[src/rtl/bram_port_arbiter.sv]
// ============================================================================
// bram_port_arbiter : two-requester round-robin arbiter for a simple-dual-port
//                     BRAM with a same-address read stall on collision
// Revision 1.0
// ============================================================================
`default_nettype none

module bram_port_arbiter #(
   parameter int DATA_WIDTH = 128,
   parameter int ADDR_WIDTH = 4,
   parameter int STRB_WIDTH = DATA_WIDTH / 8
) (
   input  logic                       clk,
   input  logic                       reset,
   input  logic [1:0]                 req_valid,
   output logic [1:0]                 req_ready,
   input  logic [1:0]                 req_write,
   input  logic [1:0][ADDR_WIDTH-1:0] req_addr,
   input  logic [1:0][STRB_WIDTH-1:0] req_strb,
   input  logic [1:0][DATA_WIDTH-1:0] req_wdata,
   output logic [1:0]                 resp_valid,
   output logic [DATA_WIDTH-1:0]      resp_rdata,
   output logic [ADDR_WIDTH-1:0]      bram_raddr,
   output logic [ADDR_WIDTH-1:0]      bram_waddr,
   output logic [STRB_WIDTH-1:0]      bram_write_en,
   output logic [DATA_WIDTH-1:0]      bram_wdata,
   input  logic [DATA_WIDTH-1:0]      bram_rdata
);

   logic                  wr_prio;
   logic                  rd_prio;
   logic [ADDR_WIDTH-1:0] raddr_q;
   logic [1:0]            resp_valid_q;

   logic [1:0] wr_cand;
   logic [1:0] rd_cand;
   logic       wr_idx;
   logic       rd_idx;
   logic       collide;
   logic       wr_gnt;
   logic       rd_gnt;

   always_comb begin
      wr_cand = req_valid & req_write;
      rd_cand = req_valid & ~req_write;
      wr_idx  = (&wr_cand) ? wr_prio : wr_cand[1];
      rd_idx  = (&rd_cand) ? rd_prio : rd_cand[1];

      // A same-address read is held off so the BRAM read-during-write mode never matters.
      collide = (|wr_cand) && (|rd_cand) && (req_addr[rd_idx] == req_addr[wr_idx]);
      wr_gnt  = (|wr_cand) && !reset;
      rd_gnt  = (|rd_cand) && !collide && !reset;

      req_ready = 2'b00;
      if (wr_gnt) req_ready[wr_idx] = 1'b1;
      if (rd_gnt) req_ready[rd_idx] = 1'b1;

      bram_waddr    = req_addr[wr_idx];
      bram_wdata    = req_wdata[wr_idx];
      bram_write_en = wr_gnt ? req_strb[wr_idx] : '0;
      bram_raddr    = rd_gnt ? req_addr[rd_idx] : raddr_q;
   end

   always_ff @(posedge clk or posedge reset) begin
      if (reset) begin
         wr_prio      <= 1'b0;
         rd_prio      <= 1'b0;
         raddr_q      <= '0;
         resp_valid_q <= 2'b00;
      end else begin
         if (wr_gnt) wr_prio <= ~wr_idx;
         if (rd_gnt) begin
            rd_prio <= ~rd_idx;
            raddr_q <= req_addr[rd_idx];
         end
         resp_valid_q <= rd_gnt ? (2'b01 << rd_idx) : 2'b00;
      end
   end

   assign resp_valid = resp_valid_q;
   assign resp_rdata = bram_rdata;

endmodule

`default_nettype wire

[config.mk]
export PLATFORM = sky130hd
export DESIGN_NAME = bram_port_arbiter
export DESIGN_NICKNAME = d
export VERILOG_FILES = /design/src/rtl/bram_port_arbiter.sv
export SDC_FILE = /design/constraint.sdc
export NUM_CORES = 1
export LEC_CHECK = 0
export BUFFER_PORTS_ARGS = -buffer_cell sky130_fd_sc_hd__buf_2
export CORE_AREA = 2 2 277 279
export DETAILED_ROUTE_END_ITERATION = 6
export DIE_AREA = 0 0 279 281
export SYNTH_ARGS = -nofsm -noshare
export SYNTH_HDL_FRONTEND = slang
export SYNTH_SLANG_ARGS = --single-unit
export TNS_END_PERCENT = 10
[constraint.sdc]
create_clock -name clk -period 2.4 [get_ports clk]
set_input_delay 0.36 -clock clk [delete_from_list [all_inputs] [get_ports clk]]
set_output_delay 0.36 -clock clk [all_outputs]
set_load 0.02 [all_outputs]
==> impl_results.md <==
- Avg WL per Cell: 20.9 µm
- Syn Nets: 1047
- Syn. warnings: 0
- Max-slew violations: 0
- Post-synth top cells: 398 x nand2_1, 128 x buf_4, 19 x clkbuf_1
- Total grt overflow: 0
- CTS tree: built
- Dpl hpwl: 37.6 mm
- Crit-path cells: buf_2 -> xnor2_2 -> nand4_1 -> o21a_1 -> o21a_4 -> mux2_4 -> buf_2
- Async SR Flop Fraction: 100%
- H-tree level count: 1
- Critical Path RT: 2.04 ns
- Hold/Removal Path Class: in2async
- Storage cell area: 200 µm²
- Initial antenna violation count: 36
- P_sw: 910 µW
- Pwr/cell area: 300 mW/mm²
- Internal cell power: 889 µW
- Die Width: 279 µm
- Worst ir drop on vdd: 0.232 mV
- WP buf/inv: 2
- Number of synthesized flops with an enable pin: 0
- Layout Nets: 1367
- Total power: 1800 µW
- Lkg Pwr: 0.00343 µW
- Via count: 5222
- Layout area overhead: 84.6%
- Post-CTS setup buffer count: 0
- Top-area cell type share of the netlist area: 46.1%
- Final Hold Vio Count: 0
- Hold_ws: 0.160 ns
- Number of max-cap violations: 0
- Clock Pin Slew Worst Setup and Hold Paths: 0.04 ns
- I/O Pins: 714
- # DRC: 0
- Cell taking the most area after synthesis: nand2_1
- Routability cong.: 1.03
- Sw Share: 50.6%
- Cell count after synthesis: 617
- Final period util: 94.9%
- Cts bufs inserted: 3
- DRT iter0 DRCs: 116
- Maximum operating frequency: 0.439 GHz
- Largest cells by area after synthesis: nand2_1 46%, buf_4 30%, dfrtp_1 6.2%, a22o_1 4.3%, clkbuf_1 2.2%
- Worst skew pair latency: 0.24 ns
- CP startpoint kind: primary input
- Yosys cell types: 25
- Worst slew margin: 59.1%
- Largest stage delay on the critical path: 0.31 ns
- Number of port buffers: 457
- Fin crit period: 2.28 ns
- Vias in the first global route: 4631
- Final core utilization: 7.94%
- Die ar.: 0.0784 mm²
- Tightest Pin Transition: 0.613 ns
- Largest net degree at the start of global routing: 79
- Filler cells: 8977
- Count leader, synth: nand2_1
- Crit-path slowest cell: mux2_4
- Clk sinks: 8
- Via density: 2.71
- Clock share of power: 15.9%
- Vert. Die Dim: 281 µm
- Worst path most repeated cell: buf_2
- Total track usage: 9.50%
- First drt pass iteration count: 4
- Std-Cell Rows: 101
- CP max FO: 4
- Area of the multi-input gates: 0.00197 mm²
- CP Capture Type: primary output
- Register area share after synthesis: 6.17%
- Sequential share of power: 9.6%
- CTS Buffer Depth: 2
- Core area: 0.0754 mm²
- Layout cell share with drive strength beyond 1: 52.8%
- Status: finished, final reports clean
- Comb pwr share: 74.6%
- Final setup viols: 0
- CTS Root Cell: clkbuf_16
- Starting density of the core: 4.30%
- WP data arrival: 1.92 ns
- Delay-heaviest family, CP: compound AO/OA/AOI/OAI gates
- WL final: 40.2 mm
- Synth Cell Area: 0.00324 mm²
- First-pass GRT wire length: 47.5 mm
- RSZ-0062 raised after global routing: false
- Flops & latches, synth: 8
- Antenna Violating Nets Remaining: 0
- Top_reg_cell synth: dfrtp_1
- WS Path Type: in2out
- Setup Skew: 0.00705 ns
- Syn avg cell area: 5.26 µm²
-- per-stage QoR --
step,TNS (ns),setup slack (ns),cell area (µm²),std cells
floorplan,0,0.514,3240,617
global placement,-0.451,-0.0894,5860,1910
detailed placement,-0.341,-0.0713,5860,1910
CTS,0,0.0795,5960,1913
global route,0,0.0354,5980,1924
finish,0,0.124,5990,1925
-- cells by family after synthesis --
| group | count (synthesis) | share of synthesized area (%) |
|---|---|---|
| DFF | 8 | 6.17 |
| xor gates and xnor gates | 4 | 1.08 |
| muxes | 8 | 3.24 |
| buffers and inverters | 162 | 34.3 |
| and+or+nand+nor | 408 | 47.9 |
| AOI/OAI and AO/OA | 27 | 7.33 |
-- sequential cells by signal, summed over array words and instances (netlist names) --
| name | count |
|---|---|
| rd_prio | 1 |
| resp_valid | 2 |
| wr_prio | 1 |
| raddr_q | 4 |
-- layout make-up --
type	count	area share, %
Antenna cell	12	0.502
Clock buffer	3	1.25
Inverter	2	0.125
Multi-Input combinational cell	447	32.8
Sequential cell	8	3.34
Tap cell	978	20.4
Timing Repair Buffer	475	41.5
-- per-layer routing --
metal / vias to the layer above / wire length, µm / track usage [%]
met5: - / 50 / 0
met4: 8 / 1220 / 2.63
met3: 76 / 8780 / 9.12
met2: 619 / 19000 / 16.8
met1: 2115 / 11200 / 7.30
li1: 2404 / - / -
-- path summary, 6_finish.rpt --
kind	start	to	slack, ns	depth (start not counted)
setup / recovery	req_addr[3]	bram_raddr[1]	0.12	7
hold / removal	reset	wr_prio	0.16	2
setup reg to reg	wr_prio	raddr_q[2]	0.79	4
hold reg to reg	raddr_q[3]	raddr_q[3]	0.49	1
max in group asynchronous	reset	raddr_q[2]	1.99	2
min in group clk	raddr_q[3]	raddr_q[3]	0.49	1
-- power groups by stage --
stage                     clock network, µW  logic (µW)  registers [µW]
after floorplan                           0         975             171
after global placement                    0        1360             175
after detailed placement                  0        1360             175
after CTS                               291        1370             173
after global routing                    294        1460             174
final                                   285        1340             172
-- cell usage in the layout (no fill, tap or decap), types with 3 or more instances in the layout --
| master | instances |
|---|---|
| buf_12 | 5 |
| buf_4 | 13 |
| clkbuf_16 | 3 |
| mux2_4 | 4 |
| diode_2 | 12 |
| a22o_1 | 16 |
| nor2_1 | 4 |
| dfrtp_1 | 8 |
| buf_2 | 457 |
| mux2_2 | 4 |
| nand2_1 | 398 |
-- worst register-to-register path: stages, from the launching register on --
cell and delay, ns:
dfrtp_1 0.43, o211a_4 0.31, o21a_1 0.20, o21a_4 0.22
mux2_4 0.32
-- repair_timing --
action / CTS / global route
resized for setup: 3 / 0
endpoints found under the setup margin: 11 / 0
hold buffers: 0 / 0
hold endpoints to repair: 0 / 0
Power figures use the tool's default switching activity.
